==> config.mk <==
export PLATFORM = sky130hd
export DESIGN_NAME = topo_grid
export DESIGN_NICKNAME = d
export VERILOG_FILES = /design/src/rtl/topo_grid.sv
export SDC_FILE = /design/constraint.sdc
export NUM_CORES = 1
export LEC_CHECK = 0
export BUFFER_PORTS_ARGS = -buffer_cell sky130_fd_sc_hd__buf_4
export CAP_MARGIN = 20
export CELL_PAD_IN_SITES_DETAIL_PLACEMENT = 0
export CELL_PAD_IN_SITES_GLOBAL_PLACEMENT = 1
export CORE_ASPECT_RATIO = 1.75
export CORE_MARGIN = 2
export CORE_UTILIZATION = 48
export CTS_CLUSTER_SIZE = 20
export DETAILED_ROUTE_END_ITERATION = 7
export HOLD_SLACK_MARGIN = 0.05
export PLACE_DENSITY_LB_ADDON = 0.1
export SYNTH_ARGS = -nofsm -noshare
export SYNTH_HDL_FRONTEND = slang
export SYNTH_SLANG_ARGS = --single-unit
==> constraint.sdc <==
create_clock -name clock -period 9.78 [get_ports clock]
set_clock_uncertainty 0.15 [all_clocks]
set_input_delay 0.489 -clock clock [delete_from_list [all_inputs] [get_ports clock]]
set_output_delay 0.489 -clock clock [all_outputs]
set_load 0.02 [all_outputs]
==> src/rtl/topo_grid.sv <==
// rtl/topo_grid.sv - registered whack-a-mole playfield with per-cell mole FSMs, score and miss bookkeeping
module topo_grid #(
    parameter int N_CELLS     = 9,
    parameter int IDX_W       = 4,
    parameter int LIFE_TICKS  = 8,
    parameter int FLASH_TICKS = 2,
    parameter int MAX_ACTIVE  = 3,
    parameter int SCORE_W     = 8
) (
    input  logic                   clock,
    input  logic                   reset,
    input  logic                   tick,
    input  logic                   spawn_valid,
    input  logic [IDX_W-1:0]       spawn_idx,
    input  logic [IDX_W-1:0]       select_idx,
    input  logic                   golpe,
    output logic                   spawn_ack,
    output logic                   spawn_nack,
    output logic                   hit,
    output logic                   whiff,
    output logic                   miss,
    output logic [SCORE_W-1:0]     score,
    output logic [SCORE_W-1:0]     miss_count,
    output logic [IDX_W-1:0]       active,
    output logic [3*N_CELLS-1:0]   rgb
);

    typedef enum logic [1:0] {
        CELL_IDLE  = 2'd0,
        CELL_UP    = 2'd1,
        CELL_FLASH = 2'd2
    } cell_state_t;

    localparam int T_MAX = (LIFE_TICKS > FLASH_TICKS) ? LIFE_TICKS : FLASH_TICKS;
    localparam int TMR_W = $clog2(T_MAX + 1);
    localparam logic [TMR_W-1:0] LIFE_INIT  = TMR_W'(LIFE_TICKS);
    localparam logic [TMR_W-1:0] FLASH_INIT = TMR_W'(FLASH_TICKS);
    localparam logic [TMR_W-1:0] TMR_ONE    = TMR_W'(1);
    localparam logic [IDX_W-1:0] MAX_A      = IDX_W'(MAX_ACTIVE);

    localparam logic [2:0] C_RED    = 3'b100;
    localparam logic [2:0] C_YELLOW = 3'b110;
    localparam logic [2:0] C_BLUE   = 3'b001;
    localparam logic [2:0] C_GREEN  = 3'b010;

    cell_state_t      state_q [N_CELLS];
    cell_state_t      state_d [N_CELLS];
    logic [TMR_W-1:0] timer_q [N_CELLS];
    logic [TMR_W-1:0] timer_d [N_CELLS];
    logic             golpe_q;

    logic [N_CELLS-1:0] spawn_here;
    logic [N_CELLS-1:0] sel_here;
    logic [N_CELLS-1:0] up_now;
    logic [N_CELLS-1:0] idle_now;
    logic [N_CELLS-1:0] expire;

    logic                 golpe_edge;
    logic                 hit_d;
    logic                 whiff_d;
    logic                 spawn_ok;
    logic                 miss_d;
    logic [IDX_W-1:0]     active_d;
    logic [IDX_W-1:0]     expired_n;
    logic [SCORE_W-1:0]   score_d;
    logic [SCORE_W-1:0]   miss_count_d;
    logic [SCORE_W:0]     miss_sum;
    logic [3*N_CELLS-1:0] rgb_d;

    // Index decode by equality keeps out-of-range indices from ever touching a cell.
    always_comb begin
        spawn_here = '0;
        sel_here   = '0;
        up_now     = '0;
        idle_now   = '0;
        for (int i = 0; i < N_CELLS; i++) begin
            spawn_here[i] = (spawn_idx == IDX_W'(i));
            sel_here[i]   = (select_idx == IDX_W'(i));
            up_now[i]     = (state_q[i] == CELL_UP);
            idle_now[i]   = (state_q[i] == CELL_IDLE);
        end
    end

    // Spawn admission uses the UP count at t, so same-cycle timeouts or hits free no slot.
    always_comb begin
        golpe_edge = golpe & ~golpe_q;
        hit_d      = golpe_edge & (|(sel_here & up_now));
        whiff_d    = golpe_edge & ~hit_d;
        spawn_ok   = spawn_valid & (|(spawn_here & idle_now)) & (active < MAX_A);
    end

    always_comb begin
        expire = '0;
        for (int i = 0; i < N_CELLS; i++) begin
            state_d[i] = state_q[i];
            timer_d[i] = timer_q[i];
            case (state_q[i])
                CELL_IDLE: begin
                    if (spawn_ok && spawn_here[i]) begin
                        state_d[i] = CELL_UP;
                        timer_d[i] = LIFE_INIT;
                    end
                end
                CELL_UP: begin
                    // A hit outranks a timeout landing on the same cycle.
                    if (hit_d && sel_here[i]) begin
                        state_d[i] = CELL_FLASH;
                        timer_d[i] = FLASH_INIT;
                    end else if (tick) begin
                        if (timer_q[i] == TMR_ONE) begin
                            state_d[i] = CELL_IDLE;
                            timer_d[i] = '0;
                            expire[i]  = 1'b1;
                        end else begin
                            timer_d[i] = timer_q[i] - TMR_ONE;
                        end
                    end
                end
                CELL_FLASH: begin
                    if (tick) begin
                        if (timer_q[i] == TMR_ONE) begin
                            state_d[i] = CELL_IDLE;
                            timer_d[i] = '0;
                        end else begin
                            timer_d[i] = timer_q[i] - TMR_ONE;
                        end
                    end
                end
                default: begin
                    state_d[i] = CELL_IDLE;
                    timer_d[i] = '0;
                end
            endcase
        end
    end

    always_comb begin
        active_d  = '0;
        expired_n = '0;
        for (int i = 0; i < N_CELLS; i++) begin
            active_d  = active_d + IDX_W'(state_d[i] == CELL_UP);
            expired_n = expired_n + IDX_W'(expire[i]);
        end
        miss_d = |expire;

        score_d = score;
        if (hit_d && (score != {SCORE_W{1'b1}})) begin
            score_d = score + SCORE_W'(1);
        end

        miss_sum     = {1'b0, miss_count} + (SCORE_W+1)'(expired_n);
        miss_count_d = miss_sum[SCORE_W] ? {SCORE_W{1'b1}} : miss_sum[SCORE_W-1:0];
    end

    always_comb begin
        rgb_d = '0;
        for (int i = 0; i < N_CELLS; i++) begin
            if (state_d[i] == CELL_FLASH) begin
                rgb_d[3*i +: 3] = C_RED;
            end else if (sel_here[i]) begin
                rgb_d[3*i +: 3] = C_YELLOW;
            end else if (state_d[i] == CELL_UP) begin
                rgb_d[3*i +: 3] = C_BLUE;
            end else begin
                rgb_d[3*i +: 3] = C_GREEN;
            end
        end
    end

    always_ff @(posedge clock) begin
        if (reset) begin
            for (int i = 0; i < N_CELLS; i++) begin
                state_q[i] <= CELL_IDLE;
                timer_q[i] <= '0;
            end
            golpe_q    <= 1'b0;
            spawn_ack  <= 1'b0;
            spawn_nack <= 1'b0;
            hit        <= 1'b0;
            whiff      <= 1'b0;
            miss       <= 1'b0;
            score      <= '0;
            miss_count <= '0;
            active     <= '0;
            rgb        <= {N_CELLS{C_GREEN}};
        end else begin
            for (int i = 0; i < N_CELLS; i++) begin
                state_q[i] <= state_d[i];
                timer_q[i] <= timer_d[i];
            end
            golpe_q    <= golpe;
            spawn_ack  <= spawn_ok;
            spawn_nack <= spawn_valid & ~spawn_ok;
            hit        <= hit_d;
            whiff      <= whiff_d;
            miss       <= miss_d;
            score      <= score_d;
            miss_count <= miss_count_d;
            active     <= active_d;
            rgb        <= rgb_d;
        end
    end

endmodule

==> impl_metrics.py <==
metrics = {
    "timing": {
        "achievable-frequency_mhz": 193,
        "finalCritPeriodShare": 0.531,
        "setup_viol_count_final": 0,
        "period_needed_ns": 5.19,
        "rsz0062_at_grt": "no",
        "hold_viol": 0,
        "tightest_slew_ns": 0.979,
        "slew_headroom": 0.348,
        "tns_ns": 0,
        "whs_ns": 0.280,
        "slew_violations": 0,
    },
    "placement": {
        "hpwl_um": 12700,
        "placed_cell_area_sq_um": 6620,
        "place_congestion": 0.894,
        "dp.cells": 940,
        "io_buffers": 64,
    },
    "die": {
        "die_y_um": 153,
        "fp.dieArea_sq_um": 13600,
        "rows": 54,
        "core_area_sq_um": 12400,
        "fp.dieW_um": 89.0,
        "start_util": 0.488,
        "ioPinCount": 65,
    },
    "logic_synthesis": {
        "postSynth.asyncResetShare": 0,
        "synth_nets": 789,
        "yosysTopAreaCell": "dfxtp_1",
        "yosys_warnings": 0,
        "synth.area.top_cells": "dfxtp_1 35%, ha_1 5.6%, a21oi_1 5.5%, nor2_1 4.5%, nand2_1 4.1%",
        "synth.avg_cell_area_sq_um": 8.22,
        "synth_edf_count": 0,
        "yosys.cell_types.count": 77,
        "yosysSeqAreaShare": 0.353,
        "ys.flop_type": "dfxtp_1",
        "yosysTopAreaCellShare": 0.353,
        "syn-instance-count": 738,
        "netlist_area_sq_um": 6060,
        "yosys_register_bits": 107,
    },
    "critical_path": {
        "arrival_ns": 5.24,
        "criticalPathCategory": "register to register",
        "r2r_cells": 17,
        "regToRegSetupSlack_ns": 4.59,
        "path_max_fanout": 7,
        "crit_required_ns": 9.82,
        "r2r_start": "timer_q[0][25]",
        "timing.rr.end": "miss_count[0]",
        "cp-end-kind": "register",
        "cp-start-kind": "register",
    },
    "clock_network": {
        "hold_buffers": 0,
        "cts_made_buffers": 9,
        "clk_latency_ns": 0.36,
        "cts_resized": 0,
        "clockRootBuffer": "clkbuf_16",
        "postCtsSetupBuffers": 0,
        "cts_sinks": 107,
        "cts_max_path_buffers": 2,
        "htree_levels": 3,
        "cts_tree": "built",
        "clkTransAtPathRegs_ns": 0.07,
    },
    "run_status": {
        "status": "completed",
    },
    "grt": {
        "grt_remaining_overflow": 0,
        "grt_pass1_wl_um": 27100,
        "antenna_found_initial": 0,
        "grt_max_degree": 91,
        "grt_pass1_vias": 5523,
        "track_usage": 0.254,
    },
    "layout": {
        "final_area_sq_um": 6910,
        "most-common-layout-cells": "107 x dfxtp_1, 73 x nor2_1, 67 x a21oi_1, 66 x nand2_1, 65 x buf_4",
        "layout.cells.most_common": "dfxtp_1",
        "drive_gt1_frac": 0.135,
        "final_cell_count_no_fill": 956,
        "nets": 834,
        "area_growth_pct": 13.9,
        "nFillCells": 1217,
        "diodes": 0,
    },
    "routing": {
        "routed_wl_um": 17000,
        "viasPerCell": 6.04,
        "vias": 5775,
        "drc": 0,
        "firstDrtPassIters": 5,
        "antenna_left": 0,
        "wl_per_cell_um": 17.8,
        "drt_iter0_drc": 330,
    },
    "worst_hold_path": {
        "hp-start": "golpe",
        "holdPathStages": 2,
        "whs_endpoint": "golpe_q",
        "hold_class": "input pin to register",
    },
    "flow_run": {
        "maxCapViolations": 0,
    },
    "power": {
        "p_per_area_nw_per_um2": 128,
        "total_leakage_power_nw": 2.72,
        "ir_drop_mv": 0.0833,
    },
}
-- synthesized netlist by cell type, types with 7 or more instances --
cell type,count
ha_1,27
nor2b_1,22
or2_2,7
nor4b_1,7
nand3_1,17
nor3_1,32
nand2_1,66
a31oi_1,20
xnor2_1,7
o21ai_0,28
and3_1,8
nor2_1,73
dfxtp_1,107
a211oi_1,8
buf_1,8
nand2b_1,12
clkbuf_1,18
fa_1,11
nand4_1,11
inv_1,50
a21o_1,9
a21oi_1,67
-- logic make-up (layout without fill, tap and decap cells) --
logic type,count (synthesis),count (layout),share of synthesized area
buffers and inverters,82,132,0.0547
AO/OA/AOI/OAI,193,193,0.206
AND/OR/NAND/NOR,303,303,0.272
multiplexers,2,2,0.00330
XOR/XNOR,13,13,0.0188
adder cells (fa/ha/maj),38,38,0.0920
flip-flops,107,107,0.353
-- registers in the layout (all words and copies together) (netlist names) --
register,cells
state_q,18
spawn_ack,1
whiff,1
score,8
hit,1
spawn_nack,1
miss_count,8
timer_q,36
miss,1
golpe_q,1
rgb,27
active,4
-- report_power, final --
part           switching [mW]  internal, mW
registers             0.00588         0.443
logic                  0.0557        0.0292
clock network           0.171         0.183
-- critical path: stages, from the launching register on --
cell	delay [ns]
dfxtp_1	0.34
inv_1	0.08
ha_1	0.13
nor2b_1	0.21
nand3b_1	0.24
a2111oi_0	0.83
fa_1	0.55
inv_1	0.08
fa_1	0.40
inv_1	0.09
fa_1	0.39
ha_1	0.24
fa_1	0.40
a21o_1	0.20
a21oi_1	0.26
nor2b_1	0.12
nand4_1	0.22
a21oi_1	0.10
-- worst max path at each step --
stage,slack (ns),start,to
6_report,4.59,timer_q[0][25],miss_count[0]
5_1_grt,4.20,tick,miss_count[1]
4_1_cts,4.58,timer_q[0][25],miss_count[0]
3_5_place_dp,4.25,tick,miss_count[0]
3_3_place_gp,4.41,tick,miss_count[0]
2_1_floorplan,5.14,select_idx[2],miss_count[6]
-- layout make-up --
type | instances | area, sq um | area share
Clock buffer | 10 | 239 | 0.0346
Sequential cell | 107 | 2140 | 0.310
Tap cell | 168 | 210 | 0.0304
Multi-Input combinational cell | 549 | 3590 | 0.520
Timing Repair Buffer | 65 | 488 | 0.0706
Clock inverter | 6 | 47.5 | 0.00688
Inverter | 51 | 191 | 0.0277
-- per-stage QoR --
step	setup WS, ns	power (mW)	util
floorplan	5.14	0.515	-
global placement	4.41	0.542	0.533
detailed placement	4.25	0.543	0.533
CTS	4.58	0.895	0.556
global route	4.20	0.919	0.556
finish	4.59	0.887	0.556
-- routing by layer --
| layer | wire (um) | part of all wire | vias to the layer above | global-route usage |
|---|---|---|---|---|
| met3 | 782 | 0.046 | 57 | 0.0282 |
| met4 | 723 | 0.042 | 0 | 0.132 |
| met5 | 0 | 0 | - | 0 |
| met2 | 8920 | 0.52 | 205 | 0.442 |
| li1 | - | - | 2747 | - |
| met1 | 6590 | 0.39 | 2766 | 0.296 |
Power figures use the tool's default switching activity.
